$ cat config.mk
export PLATFORM = sky130hd
export DESIGN_NAME = pwm_duty_sched
export DESIGN_NICKNAME = d
export VERILOG_FILES = /design/src/rtl/pwm_duty_sched.sv
export SDC_FILE = /design/constraint.sdc
export NUM_CORES = 1
export LEC_CHECK = 0
export ABC_AREA = 1
export BUFFER_PORTS_ARGS = -buffer_cell sky130_fd_sc_hd__buf_2
export CAP_MARGIN = 20
export CORE_UTILIZATION = 30
export DETAILED_ROUTE_END_ITERATION = 6
export HOLD_SLACK_MARGIN = 0.08
export SYNTH_ARGS = -nofsm -noshare
export SYNTH_HDL_FRONTEND = slang
export SYNTH_SLANG_ARGS = --single-unit
$ cat constraint.sdc
create_clock -name sys_clk -period 6.4 [get_ports sys_clk]
set_clock_uncertainty 0.2 [all_clocks]
set_input_delay 0.96 -clock sys_clk [delete_from_list [all_inputs] [get_ports sys_clk]]
set_output_delay 0.96 -clock sys_clk [all_outputs]
set_load 0.01 [all_outputs]
$ cat src/rtl/pwm_duty_sched.sv
// Ramped PWM duty scheduler: a tick starts one sweep that moves each channel's duty one step toward its target.
// Optional sweep-complete interrupt is enabled by defining PWM_DUTY_SCHED_IRQ_EN.
module pwm_duty_sched #(
  parameter int CNT_LENGTH = 16,
  parameter int TIM_NUM    = 8
) (
  input  logic                                              sys_clk,
  input  logic                                              sys_rst,
  input  logic                                              tick,
  input  logic                                              wr_en,
  input  logic [((TIM_NUM > 1) ? $clog2(TIM_NUM) : 1)-1:0]  wr_ch,
  input  logic [CNT_LENGTH-1:0]                             wr_target,
  input  logic [CNT_LENGTH-1:0]                             wr_step,
  output logic [TIM_NUM*CNT_LENGTH-1:0]                     duty_out,
  output logic [TIM_NUM-1:0]                                done_mask,
  output logic                                              busy,
  output logic                                              overrun,
  input  logic                                              ovr_clr,
  output logic                                              irq,
  input  logic                                              irq_clr,
  output logic                                              dbg_state
);

  localparam int IW = (TIM_NUM > 1) ? $clog2(TIM_NUM) : 1;
  localparam logic [IW-1:0] LAST = IW'(TIM_NUM - 1);

  // Handshake: tick is a single-cycle request accepted only while busy=0;
  // a tick seen while busy=1 is dropped and flagged on the sticky overrun bit.
  typedef enum logic {IDLE, SCAN} state_t;

  state_t                state_q, state_d;
  logic [IW-1:0]         idx_q, idx_d;
  logic [CNT_LENGTH-1:0] cur_q  [TIM_NUM];
  logic [CNT_LENGTH-1:0] cur_d  [TIM_NUM];
  logic [CNT_LENGTH-1:0] tgt_q  [TIM_NUM];
  logic [CNT_LENGTH-1:0] tgt_d  [TIM_NUM];
  logic [CNT_LENGTH-1:0] step_q [TIM_NUM];
  logic [CNT_LENGTH-1:0] step_d [TIM_NUM];
  logic [TIM_NUM-1:0]    done_q, done_d;
  logic                  overrun_q, overrun_d;
  logic                  svc_en;
  logic [CNT_LENGTH-1:0] svc_val;

  // Differences are taken in the direction that cannot underflow, and the
  // step is only added/subtracted when it cannot pass the target, so no wrap.
  function automatic logic [CNT_LENGTH-1:0] ramp(input logic [CNT_LENGTH-1:0] c,
                                                 input logic [CNT_LENGTH-1:0] t,
                                                 input logic [CNT_LENGTH-1:0] s);
    logic [CNT_LENGTH-1:0] r;
    r = c;
    if (c < t)      r = ((s == '0) || ((t - c) <= s)) ? t : c + s;
    else if (c > t) r = ((s == '0) || ((c - t) <= s)) ? t : c - s;
    return r;
  endfunction

  always_comb begin
    state_d   = state_q;
    idx_d     = idx_q;
    cur_d     = cur_q;
    tgt_d     = tgt_q;
    step_d    = step_q;
    done_d    = done_q;
    overrun_d = (overrun_q & ~ovr_clr) | (tick & (state_q == SCAN));
    svc_val   = ramp(cur_q[idx_q], tgt_q[idx_q], step_q[idx_q]);
    svc_en    = (state_q == SCAN) && !(wr_en && (wr_ch == idx_q));

    if (svc_en) cur_d[idx_q] = svc_val;
    if (wr_en) begin
      tgt_d[wr_ch]  = wr_target;
      step_d[wr_ch] = wr_step;
    end

    // done_mask is registered from next state so it matches the registers it describes
    for (int k = 0; k < TIM_NUM; k++) done_d[k] = (cur_d[k] == tgt_d[k]);

    case (state_q)
      IDLE: begin
        if (tick) begin
          state_d = SCAN;
          idx_d   = '0;
        end
      end
      SCAN: begin
        if (idx_q == LAST) begin
          state_d = IDLE;
          idx_d   = '0;
        end else begin
          idx_d = idx_q + 1'b1;
        end
      end
      default: begin
        state_d = IDLE;
        idx_d   = '0;
      end
    endcase
  end

  always_ff @(posedge sys_clk) begin
    if (sys_rst) begin
      state_q   <= IDLE;
      idx_q     <= '0;
      done_q    <= '1;
      overrun_q <= 1'b0;
      for (int k = 0; k < TIM_NUM; k++) begin
        cur_q[k]  <= '0;
        tgt_q[k]  <= '0;
        step_q[k] <= '0;
      end
    end else begin
      state_q   <= state_d;
      idx_q     <= idx_d;
      done_q    <= done_d;
      overrun_q <= overrun_d;
      cur_q     <= cur_d;
      tgt_q     <= tgt_d;
      step_q    <= step_d;
    end
  end

  for (genvar k = 0; k < TIM_NUM; k++) begin : g_duty
    assign duty_out[k*CNT_LENGTH +: CNT_LENGTH] = cur_q[k];
  end

  assign done_mask = done_q;
  assign busy      = (state_q == SCAN);
  assign overrun   = overrun_q;
  assign dbg_state = (state_q == SCAN);

`ifdef PWM_DUTY_SCHED_IRQ_EN
  logic changed_q, changed_d;
  logic irq_q, irq_d;

  always_comb begin
    changed_d = changed_q;
    irq_d     = irq_q & ~irq_clr;
    if ((state_q == IDLE) && tick) changed_d = 1'b0;
    if (svc_en && (svc_val != cur_q[idx_q])) changed_d = 1'b1;
    if ((state_q == SCAN) && (idx_q == LAST) && changed_d && (&done_d)) irq_d = 1'b1;
  end

  always_ff @(posedge sys_clk) begin
    if (sys_rst) begin
      changed_q <= 1'b0;
      irq_q     <= 1'b0;
    end else begin
      changed_q <= changed_d;
      irq_q     <= irq_d;
    end
  end

  assign irq = irq_q;
`else
  logic unused_irq_clr;
  assign unused_irq_clr = irq_clr;
  assign irq = 1'b0;
`endif

endmodule
==> results.toml <==
[clock_tree]
cts_tree = "done"
root_buffer = "clkbuf_16"
ctsHoldBuffers = 0
htree_levels = 2
clk_pin_slew_ns = 0.06
numCtsBuffers = 46
clock_sinks = 397
cts_max_path_buffers = 3
clock_latency_ns = 0.63

[critical_path]
path_max_fanout = 8
path_class = "flip-flop to flip-flop"
cpMaxStageDelayCell = "dfxtp_2"
required_ns = 6.76
path_buf_inv = 7
crit_path_end_kind = "flip-flop"
crit_family = "simple AND/OR/NAND/NOR gates"
critPathLaunchType = "flip-flop"
cp_slowest_stage_delay_ns = 0.38
worstPathArrival_ns = 6.57

[yosys]
synth_area_leaders = "dfxtp_1, nand2_1, inv_1"
synthTopCellsByCount = "nand2_1, inv_1, dfxtp_1"
netlist.area_leader.share = 0.317
avgSynthCellArea_um2 = 6.27
synth.net_count = 4133
yosys_warnings = 0
synth_edf_count = 0
syn_area_mm2 = 0.0250
yosys.area.top_type = "dfxtp_1"
yosysSeqAreaShare = 0.317
ys.flop_type = "dfxtp_1"
synth.most_common_cell = "nand2_1"
ys_seq_elements = 397
ys_types = 50
synthArstFlopShare = 0
synth_cells = 3994

[min_path]
hp-class = "flip-flop to flip-flop"

[placed_design]
portBuffers = 178
hpwl_mm = 89.7
placed_area_mm2 = 0.0296
pre_cts_ws_ns = -0.168
gp_congestion = 1.03
dp_cells = 5427

[final_layout]
fillCellCount = 8751
postLayoutCellArea_mm2 = 0.0316
syn_to_final_growth_pct = 26.3
drive_gt1_frac = 0.176
utilization = 0.384
nNetsFinal = 4557
seq_area_mm2 = 0.00795
multi_input_area_mm2 = 0.0145
layout.cells.non_filler = 5521

[global_routing]
antenna_found_initial = 5
grt_pass1_wl_mm = 169
grt_pass1_vias = 25400
grt_max_degree = 205
grt_overflow = 0
grt_usage = 0.270

[floorplanning]
coreArea_mm2 = 0.0824
rows = 105
dieArea_mm2 = 0.0846
die_h_um = 291
initial_core_util = 0.304
ios = 181
die_w_um = 291

[power_and_ir_drop]
power_frac_comb = 0.687
seqPwrFrac = 0.155
total_power_mw = 17.3
switching_power_mw = 8.48
intPower_mw = 8.84
p_sw_frac = 0.490
clkPwrFrac = 0.158
power_leakage_nw = 16.0
p_per_area_mw_per_mm2 = 548
irDropWorstVdd_uv = 508

[detailed_routing]
wl_per_cell_um = 21.4
vias = 28400
firstDrtPassIters = 6
via_per_inst = 5.15
dr.first_iter.drc_count = 3230
routed_wl_mm = 118
antenna_left = 0
drc = 0

[timing]
finalMaxSlewViolations = 0
min_period_over_period = 0.970
setup_slack_ns = 0.194
finalHoldViolCount = 0
max_freq_ghz = 0.161
final.min_clock_period_ns = 6.21
slew_headroom = 0.126
tightestPinTransition_ns = 1.31
setup_viol = 0

[outcome]
outcome = "finished, final reports clean"

[run]
maxCapViolCount = 0
-- worst min-delay path, cell delays in order (launching register included) --
cell and delay (ns):
dfxtp_1 0.30, inv_1 0.06, a21oi_1 0.05
-- layout by cell type (no fill, tap or decap), drive strengths merged, types with 6 or more instances in the layout --
cell and instances:
inv 558, clkbuf 66, o22ai 74, o21bai 8, nand4 26, xor2 43, a211oi 9, or2 39
nor2 359, nand3b 71, nand3 348, nor3 10, ha 94, dfxtp 397, a221oi 16, nand2 1102
buf 558, a21oi 300, a22oi 15, o21ai 288, clkinv 12, xnor2 7, mux2i 6
-- power groups by stage --
stage | logic, mW | clock network (mW) | registers [mW]
floorplan | 4.68 | 0 | 2.72
global placement | 11.0 | 0 | 2.74
detailed placement | 11.0 | 0 | 2.74
CTS | 11.2 | 2.76 | 2.68
global route | 12.4 | 2.84 | 2.69
finish | 11.9 | 2.73 | 2.69
-- worst paths after layout --
path,endpoint,slack [ns],startpoint,depth (start not counted)
max reg2reg,done_mask[2],0.19,idx_q[1],35
min,step_q[45],0.25,step_q[45],2
min reg2reg,step_q[45],0.25,step_q[45],2
max,done_mask[2],0.19,idx_q[1],35
-- area by class of cell --
class,instances,share of cell area
multi-input cells,2852,0.459
flip-flops and latches,397,0.251
repair buffers,560,0.132
inverters,561,0.0668
well taps,1070,0.0424
clock buffers,64,0.0414
clock inverters,14,0.00677
diodes,3,0.000237
-- metal layers --
metal	wire, um	global-route usage	up-vias
met3	11800	0.0479	202
li1	-	-	13700
met1	50800	0.375	13200
met5	13	0	-
met4	4930	0.102	2
met2	50700	0.413	1364
-- flip-flops by register name (all words and copies together), names as in the netlist --
name       flops
duty_out     128
idx_q          3
step_q       128
busy           1
done_mask      8
tgt_q        128
overrun        1
-- per-stage QoR --
| stage | setup TNS, ns | hold slack (ns) |
|---|---|---|
| after global routing | -0.0955 | 0.269 |
| after detailed placement | -0.720 | 0.243 |
| final | 0 | 0.251 |
| after CTS | 0 | 0.253 |
| after global placement | -0.335 | 0.239 |
| after floorplan | 0 | 0.229 |
-- timing repair --
action / 4_1_cts / 5_1_grt
gates cloned: 0 / 2
endpoints found under the hold margin: 0 / 0
pin swaps: 1 / 12
resized for setup: 5 / 80
setup endpoints to repair: 8 / 61
buffers inserted: 1 / 10
-- cells by family (layout without fill, tap and decap cells) --
logic type | after synthesis | count (layout) | share of synthesized area
AND/OR/NAND/NOR | 1957 | 1957 | 0.333
flip-flops | 397 | 397 | 0.317
adder cells (fa/ha/maj) | 98 | 98 | 0.0502
XOR/XNOR | 50 | 50 | 0.0175
multiplexers | 6 | 6 | 0.00240
other | 1 | 4 | 0.000150
buffers and inverters | 746 | 1199 | 0.117
AO/OA/AOI/OAI | 739 | 740 | 0.162
Power figures use the tool's default switching activity.
